===== src/rtl/red_pitaya_rst_pkg.sv =====
// Shared definitions for the Red Pitaya reset sequencer.
//   rst_state_t : 3-bit FSM state encoding, also exported on the debug port
//   SAT_LIMIT   : ceiling of the 8-bit status counters
//   max_of      : helper for sizing the shared cycle counter
//   sat_inc     : saturating increment with priority clear
package red_pitaya_rst_pkg;

  typedef enum logic [2:0] {
    ST_PLL_RST   = 3'd0,
    ST_WAIT_LOCK = 3'd1,
    ST_STABLE    = 3'd2,
    ST_RELEASE   = 3'd3,
    ST_RUN       = 3'd4
  } rst_state_t;

  localparam logic [7:0] SAT_LIMIT = 8'hFF;

  function automatic int max_of(input int a, input int b);
    return (a > b) ? a : b;
  endfunction

  // Clear has priority over an increment landing on the same cycle.
  function automatic logic [7:0] sat_inc(input logic [7:0] v, input logic inc,
                                         input logic clr);
    if (clr) return 8'h00;
    if (inc && (v != SAT_LIMIT)) return v + 8'd1;
    return v;
  endfunction

endpackage


===== src/rtl/red_pitaya_sync.sv =====
// Multi-flop synchronizer for signals arriving from another clock domain.
// Ports:
//   clk : destination clock
//   rst : synchronous active-high reset, clears every stage to 0
//   d   : asynchronous input bus (each bit synchronized independently)
//   q   : output of the last stage
module red_pitaya_sync #(
  parameter int STAGES = 2,
  parameter int WIDTH  = 1
) (
  input  logic             clk,
  input  logic             rst,
  input  logic [WIDTH-1:0] d,
  output logic [WIDTH-1:0] q
);

  logic [WIDTH-1:0] sync_q [STAGES];
  logic [WIDTH-1:0] sync_d [STAGES];

  always_comb begin
    sync_d[0] = d;
    for (int i = 1; i < STAGES; i++) begin
      sync_d[i] = sync_q[i-1];
    end
  end

  always_ff @(posedge clk) begin
    if (rst) begin
      for (int i = 0; i < STAGES; i++) sync_q[i] <= '0;
    end else begin
      for (int i = 0; i < STAGES; i++) sync_q[i] <= sync_d[i];
    end
  end

  assign q = sync_q[STAGES-1];

endmodule


===== src/rtl/red_pitaya_rst_seq.sv =====
// Reset sequencer that sits directly behind the system PLL and runs on the
// PLL reference clock. Pulses the PLL reset, waits for a stable lock, then
// releases the domain resets one by one. Lock loss after release starts pulls
// every domain back into reset; a lock timeout re-pulses the PLL reset.
// Ports:
//   clk, rst    : reference clock, synchronous active-high reset
//   pll_locked  : PLL lock, asynchronous to clk
//   clr_cnt     : one-cycle pulse clearing lost_cnt and tmo_cnt
//   pll_rst     : PLL reset request (active high)
//   dom_rstn    : per-domain resets (active low), bit 0 released first
//   ready       : all domains released and lock stable
//   state       : current FSM state (rst_state_t encoding)
//   lost_cnt    : saturating count of lock losses in RELEASE/RUN
//   tmo_cnt     : saturating count of WAIT_LOCK timeouts
// Every output comes straight from a flop.
module red_pitaya_rst_seq
  import red_pitaya_rst_pkg::*;
#(
  parameter int N_DOM       = 4,
  parameter int PLL_RST_LEN = 8,
  parameter int LOCK_STABLE = 1024,
  parameter int STEP_DLY    = 16,
  parameter int LOCK_TMO    = 1048576
) (
  input  logic             clk,
  input  logic             rst,
  input  logic             pll_locked,
  input  logic             clr_cnt,
  output logic             pll_rst,
  output logic [N_DOM-1:0] dom_rstn,
  output logic             ready,
  output logic [2:0]       state,
  output logic [7:0]       lost_cnt,
  output logic [7:0]       tmo_cnt
);

  localparam int MAX_P = max_of(max_of(PLL_RST_LEN, LOCK_STABLE),
                                max_of(STEP_DLY, LOCK_TMO));
  localparam int CNT_W = $clog2(MAX_P) + 1;

  // Terminal values of the shared counter in each timed state.
  localparam logic [CNT_W-1:0] RST_LAST  = CNT_W'(PLL_RST_LEN - 1);
  localparam logic [CNT_W-1:0] TMO_LAST  = CNT_W'(LOCK_TMO - 1);
  localparam logic [CNT_W-1:0] STB_LAST  = CNT_W'(LOCK_STABLE - 1);
  localparam logic [CNT_W-1:0] STEP_LAST = CNT_W'(STEP_DLY - 1);

  logic lock_s;

  red_pitaya_sync #(
    .STAGES (2),
    .WIDTH  (1)
  ) u_lock_sync (
    .clk (clk),
    .rst (rst),
    .d   (pll_locked),
    .q   (lock_s)
  );

  rst_state_t       state_q, state_d;
  logic [CNT_W-1:0] cnt_q, cnt_d;
  logic             pll_rst_q, pll_rst_d;
  logic [N_DOM-1:0] dom_rstn_q, dom_rstn_d;
  logic             ready_q, ready_d;
  logic [7:0]       lost_cnt_q, lost_cnt_d;
  logic [7:0]       tmo_cnt_q, tmo_cnt_d;
  logic             lost_inc, tmo_inc;

  always_comb begin
    state_d    = state_q;
    cnt_d      = cnt_q + 1'b1;
    dom_rstn_d = dom_rstn_q;
    lost_inc   = 1'b0;
    tmo_inc    = 1'b0;

    case (state_q)
      ST_PLL_RST: begin
        dom_rstn_d = '0;
        if (cnt_q == RST_LAST) begin
          state_d = ST_WAIT_LOCK;
          cnt_d   = '0;
        end
      end

      ST_WAIT_LOCK: begin
        dom_rstn_d = '0;
        if (lock_s) begin
          state_d = ST_STABLE;
          cnt_d   = '0;
        end else if (cnt_q == TMO_LAST) begin
          state_d = ST_PLL_RST;
          cnt_d   = '0;
          tmo_inc = 1'b1;
        end
      end

      // A dropout before release restarts the timeout window but is not a
      // loss: nothing downstream has come out of reset yet.
      ST_STABLE: begin
        dom_rstn_d = '0;
        if (!lock_s) begin
          state_d = ST_WAIT_LOCK;
          cnt_d   = '0;
        end else if (cnt_q == STB_LAST) begin
          state_d = ST_RELEASE;
          cnt_d   = '0;
        end
      end

      // Each STEP_DLY window shifts one more '1' in from the bottom, so bit k
      // rises after (k+1)*STEP_DLY cycles in this state.
      ST_RELEASE: begin
        if (!lock_s) begin
          state_d    = ST_WAIT_LOCK;
          cnt_d      = '0;
          dom_rstn_d = '0;
          lost_inc   = 1'b1;
        end else if (cnt_q == STEP_LAST) begin
          cnt_d      = '0;
          dom_rstn_d = (dom_rstn_q << 1) | N_DOM'(1);
          if (dom_rstn_d[N_DOM-1]) state_d = ST_RUN;
        end
      end

      ST_RUN: begin
        cnt_d      = cnt_q;
        dom_rstn_d = '1;
        if (!lock_s) begin
          state_d    = ST_WAIT_LOCK;
          cnt_d      = '0;
          dom_rstn_d = '0;
          lost_inc   = 1'b1;
        end
      end

      default: begin
        state_d    = ST_PLL_RST;
        cnt_d      = '0;
        dom_rstn_d = '0;
      end
    endcase

    // Registered from the next state so the outputs line up with the state.
    pll_rst_d  = (state_d == ST_PLL_RST);
    ready_d    = (state_d == ST_RUN);
    lost_cnt_d = sat_inc(lost_cnt_q, lost_inc, clr_cnt);
    tmo_cnt_d  = sat_inc(tmo_cnt_q, tmo_inc, clr_cnt);
  end

  always_ff @(posedge clk) begin
    if (rst) begin
      state_q    <= ST_PLL_RST;
      cnt_q      <= '0;
      pll_rst_q  <= 1'b1;
      dom_rstn_q <= '0;
      ready_q    <= 1'b0;
      lost_cnt_q <= 8'h00;
      tmo_cnt_q  <= 8'h00;
    end else begin
      state_q    <= state_d;
      cnt_q      <= cnt_d;
      pll_rst_q  <= pll_rst_d;
      dom_rstn_q <= dom_rstn_d;
      ready_q    <= ready_d;
      lost_cnt_q <= lost_cnt_d;
      tmo_cnt_q  <= tmo_cnt_d;
    end
  end

  assign pll_rst  = pll_rst_q;
  assign dom_rstn = dom_rstn_q;
  assign ready    = ready_q;
  assign state    = state_q;
  assign lost_cnt = lost_cnt_q;
  assign tmo_cnt  = tmo_cnt_q;

endmodule

===== config.mk =====
export PLATFORM = sky130hd
export DESIGN_NAME = red_pitaya_rst_seq
export DESIGN_NICKNAME = d
export VERILOG_FILES = /design/src/rtl/red_pitaya_rst_pkg.sv /design/src/rtl/red_pitaya_sync.sv /design/src/rtl/red_pitaya_rst_seq.sv
export SDC_FILE = /design/constraint.sdc
export NUM_CORES = 1
export LEC_CHECK = 0
export BUFFER_PORTS_ARGS = -buffer_cell sky130_fd_sc_hd__buf_2
export CAP_MARGIN = 20
export CORE_MARGIN = 3
export CORE_UTILIZATION = 40
export DETAILED_ROUTE_END_ITERATION = 8
export PLACE_DENSITY = 0.73
export SLEW_MARGIN = 20
export SYNTH_ARGS = -nofsm -noshare
export SYNTH_HDL_FRONTEND = slang
export SYNTH_HIERARCHICAL = 1
export SYNTH_SLANG_ARGS = --single-unit

===== constraint.sdc =====
create_clock -name clk -period 2.1 [get_ports clk]
set_input_delay 0.42 -clock clk [delete_from_list [all_inputs] [get_ports clk]]
set_output_delay 0.42 -clock clk [all_outputs]
set_load 0.01 [all_outputs]

==> flow_results.org <==
** Yosys
- Share of synthesized flip-flops with an asynchronous set or reset :: 0
- Fraction of the yosys area taken by sequential cells :: 0.403
- Unique masters post-synth :: 42
- Post-synthesis instance total :: 281
- When the netlist entered floorplanning its net count stood at 288.
- Count of state elements after synthesis :: 48
- Combined area of all synthesized cells :: 0.00239 mm²
- The synthesized design contains 0 enable-type register cells.
- Average instance area after synthesis :: 8.50 µm²
- The most used flip-flop cell after synthesis is sky130_fd_sc_hd__dfxtp_1.
- The Yosys step of the flow raised 6 warnings.

** Setup path
- Following the worst setup path forward leads to its endpoint at cnt_q[17]$_SDFFE_PP0P_.
- STA puts the critical path data arrival time at 2.26 ns.
- Crit path cell chain :: nor4_4 > buf_4 > nand4_1 > o211ai_2 > a41oi_4 > buf_12 > a21o_1 > a22o_1
- Reg-to-reg critical path endpoint :: cnt_q[17]$_SDFFE_PP0P_
- On the critical path, the stage with the largest delay is an instance of sky130_fd_sc_hd__dfxtp_2.
- First element of the critical path :: cnt_q[14]$_SDFFE_PP0P_
- Critical setup path kind :: flop to flop
- CP endpoint kind :: flop
- The worst register-to-register path begins at cnt_q[14]$_SDFFE_PP0P_.
- Slowest cell delay on critical path :: 0.35 ns
- The worst register-to-register path has a depth of 8.
- Worst-path maximum fanout :: 15
- Internal reg-to-reg setup slack :: 0.05 ns
- Startpoint kind of the worst setup timing path :: flop
- Required time at the endpoint of the critical path :: 2.31 ns

** Die
- The floorplan step defined a die boundary enclosing 0.00693 mm².
- X dimension of the die :: 83.3 µm
- Number of rows in the core area :: 27
- Floorplan Core Area :: 0.00564 mm²
- The floorplan step set the die height to 83.3 µm.
- The initial utilization of the core area, before any placement, comes to 0.423.
- Pin placement for this block handled 29 I/O pins.

** Timing
- Period utilization :: 0.977
- The number of pins with negative max-slew slack in the final report is 0.
- Clock skew on the completed layout was measured at 0.0137 ns.
- RSZ-0062 raised after global routing :: true
- Slew Limit Headroom :: 0.769
- For the pin with the worst max-slew slack, the measured transition is 0.345 ns.
- Setup violations remaining at the end of the flow were counted as 0.
- Based on the critical path, the design can be clocked at up to 0.488 GHz.
- The smallest clock period supported by the final layout is computed as 2.05 ns.
- The final hold violation count was 0.

** Global routing
- Vias in the first global route :: 2,068
- Maximum number of pins on one net before global-route repair :: 19
- Total routing resource utilization after global routing :: 0.159
- First-pass GRT wire length :: 9240 µm
- The total overflow left after global routing is 0.
- The number of antenna violations at the first check in global routing was 0.

** CTS
- H-tree depth reported by CTS :: 2
- Number of sinks on the clock net :: 48
- In this run the clock root is driven by a sky130_fd_sc_hd__clkbuf_8.
- TritonCTS built the clock tree.
- CTS buffer count :: 5
- Clock latency on the worst-skew pair :: 0.31 ns
- Worst-path clk slew :: 0.09 ns
- CTS Buffer Depth :: 2

** Cells and area
- 0 antenna diodes ended up in the layout.
- The finished layout holds 421 standard cells, fillers aside.
- Leaving out fill and tap cells, the most frequent cell in the layout is sky130_fd_sc_hd__dfxtp_1.
- Nets@finish :: 355
- In the final layout, the share of cells above drive strength 1 is 0.292.
- Commonest cells after routing, fill and taps aside :: sky130_fd_sc_hd__dfxtp_1 (43), sky130_fd_sc_hd__buf_4 (40), sky130_fd_sc_hd__nor2_1 (35)
- Area Overhead vs Synth :: 29.1%

** Power
- Leakage :: 0.00129 µW
- Sw frac :: 0.218
- Final Power :: 1720 µW
- The share of total power dissipated in the clock network is 0.418.
- Part of the total power dissipated in combinational logic :: 0.047
- Switching Power :: 375 µW
- Internal power comes to 1350 µW.
- The worst-case IR drop observed on VDD is 0.306 mV.
- Ratio of total power to cell area :: 558 mW/mm²
- Portion of total power attributed to sequential cells :: 0.535

** Flow run
- Number of maximum-capacitance violations :: 0

** Placement
- Final HPWL from detailed placement :: 3980 µm
- Inst Count DP :: 409
- In this run the tool buffered the top-level ports with 28 buffer cells.
- At the end of routability-driven placement, the weighted congestion stood at 0.906.

** Run status
- Run status :: complete, no violations

** Route
- The routed layout has 2,257 vias.
- In the routed layout, each cell is associated on average with a via count of 5.36.
- The detail route stage leaves a number of antenna-violating nets equal to 0.
- For this block, the routed nets add up to 5610 µm of wire.
- Post-route DRC :: 0
- Number of design-rule violations left by the first detailed-router iteration :: 148
- WL/cell :: 13.3 µm
- The pre-antenna-repair detailed-routing pass consisted of 4 iterations.

** Hold path
- The tightest min-delay check is of the input port to flop type.
==> through the flow <==
stage	TNS, ns	setup slack [ns]	hold WS [ns]	util	instance area (µm²)
after floorplan	-0.00341	-0.00170	0.414	-	2390
after global placement	-0.252	-0.0410	0.425	0.508	2870
after detailed placement	-0.257	-0.0502	0.429	0.508	2870
after CTS	0	0.0232	0.321	0.533	3010
after global routing	-0.142	-0.0355	0.326	0.546	3080
final	0	0.0489	0.329	0.546	3080
==> power by group through the flow <==
stage / registers, µW / clock network (µW) / logic (µW)
after floorplan: 944 / 0 / 46.7
after global placement: 941 / 0 / 76.4
after detailed placement: 941 / 0 / 77.9
after CTS: 920 / 730 / 80.0
after global routing: 921 / 760 / 90.5
final: 920 / 719 / 81.7
==> how the worst min path moves through the flow <==
stage                                          endpoint  cells after the start                           startpoint  slack, ns
global placement    u_lock_sync/sync_q[0][1]$_SDFF_PP0_                      1  u_lock_sync/sync_q[0][0]$_SDFF_PP0_       0.43
finish              u_lock_sync/sync_q[0][0]$_SDFF_PP0_                      2                           pll_locked       0.33
floorplan           u_lock_sync/sync_q[0][1]$_SDFF_PP0_                      1  u_lock_sync/sync_q[0][0]$_SDFF_PP0_       0.41
CTS                 u_lock_sync/sync_q[0][0]$_SDFF_PP0_                      2                           pll_locked       0.32
detailed placement  u_lock_sync/sync_q[0][1]$_SDFF_PP0_                      1  u_lock_sync/sync_q[0][0]$_SDFF_PP0_       0.43
global route        u_lock_sync/sync_q[0][0]$_SDFF_PP0_                      2                           pll_locked       0.33
==> cell families (layout without fill, tap and decap cells) <==
logic type | after synthesis | in the layout | share of synthesized area
and+or+nand+nor | 137 | 137 | 0.294
AOI/OAI and AO/OA | 53 | 53 | 0.162
DFF | 48 | 48 | 0.403
xor gates and xnor gates | 16 | 16 | 0.0587
buffers and inverters | 15 | 83 | 0.0288
muxes | 9 | 9 | 0.0383
adders and majority gates | 3 | 3 | 0.0157
==> sequential cells by signal, summed over array words and instances (netlist names) <==
signal and count:
ready 1, lost_cnt 8, dom_rstn 4, cnt_q 21, pll_rst 1, state 3, u_lock_sync/sync_q 2, tmo_cnt 8
==> layer usage <==
layer	up-vias	track usage	share of wire	wire length (µm)
met5	-	0	0	0
li1	1146	-	-	-
met4	0	0.0505	0.014	80
met1	1062	0.197	0.47	2630
met2	42	0.274	0.48	2710
met3	7	0.0347	0.034	193
==> synthesized netlist by cell type, types with 2 or more instances <==
cell type / number / area [µm²]
sky130_fd_sc_hd__buf_2: 4 / 20.0
sky130_fd_sc_hd__nand4_1: 16 / 100
sky130_fd_sc_hd__inv_1: 5 / 18.8
sky130_fd_sc_hd__a22o_1: 6 / 52.6
sky130_fd_sc_hd__and2_1: 3 / 18.8
sky130_fd_sc_hd__nor2_1: 35 / 131
sky130_fd_sc_hd__clkbuf_1: 4 / 15.0
sky130_fd_sc_hd__and4_1: 5 / 43.8
sky130_fd_sc_hd__a221o_1: 2 / 20.0
sky130_fd_sc_hd__a21oi_1: 22 / 110
sky130_fd_sc_hd__xnor2_1: 8 / 70.1
sky130_fd_sc_hd__nand3_1: 18 / 90.1
sky130_fd_sc_hd__nor2b_1: 5 / 31.3
sky130_fd_sc_hd__dfxtp_1: 48 / 961
sky130_fd_sc_hd__o21ai_0: 7 / 35.0
sky130_fd_sc_hd__and3_1: 9 / 56.3
sky130_fd_sc_hd__nor3_1: 7 / 35.0
sky130_fd_sc_hd__nand3b_1: 2 / 15.0
sky130_fd_sc_hd__or3_1: 2 / 12.5
sky130_fd_sc_hd__ha_1: 3 / 37.5
sky130_fd_sc_hd__mux2i_1: 8 / 80.1
sky130_fd_sc_hd__nand2_1: 25 / 93.8
sky130_fd_sc_hd__or2_2: 2 / 12.5
sky130_fd_sc_hd__a21o_1: 5 / 37.5
sky130_fd_sc_hd__nor4_1: 4 / 25.0
sky130_fd_sc_hd__xor2_1: 8 / 70.1
sky130_fd_sc_hd__a211oi_1: 3 / 22.5
==> cell type report <==
cell class                      instances  area [µm²]
Timing Repair Buffer                   70         472
Tap cell                               72        90.1
Multi-Input combinational cell        218        1410
Sequential cell                        48         967
Clock inverter                          2        38.8
Fill cell                             487        2560
Clock buffer                            6        82.6
Inverter                                5        18.8
==> timing repair <==
action,in CTS,in global routing
endpoints found under the setup margin,8,15
pin swaps,2,5
buffers inserted,1,3
hold buffers,0,0
gates resized for setup,2,15
==> worst max-delay path: cells and delay by family (launching register included) <==
family / cells / cell delay, ns
AOI/OAI and AO/OA: 4 / 0.80
buffers and inverters: 2 / 0.38
DFF: 1 / 0.35
and+or+nand+nor: 2 / 0.43
(Power assumes the default switching activity.)
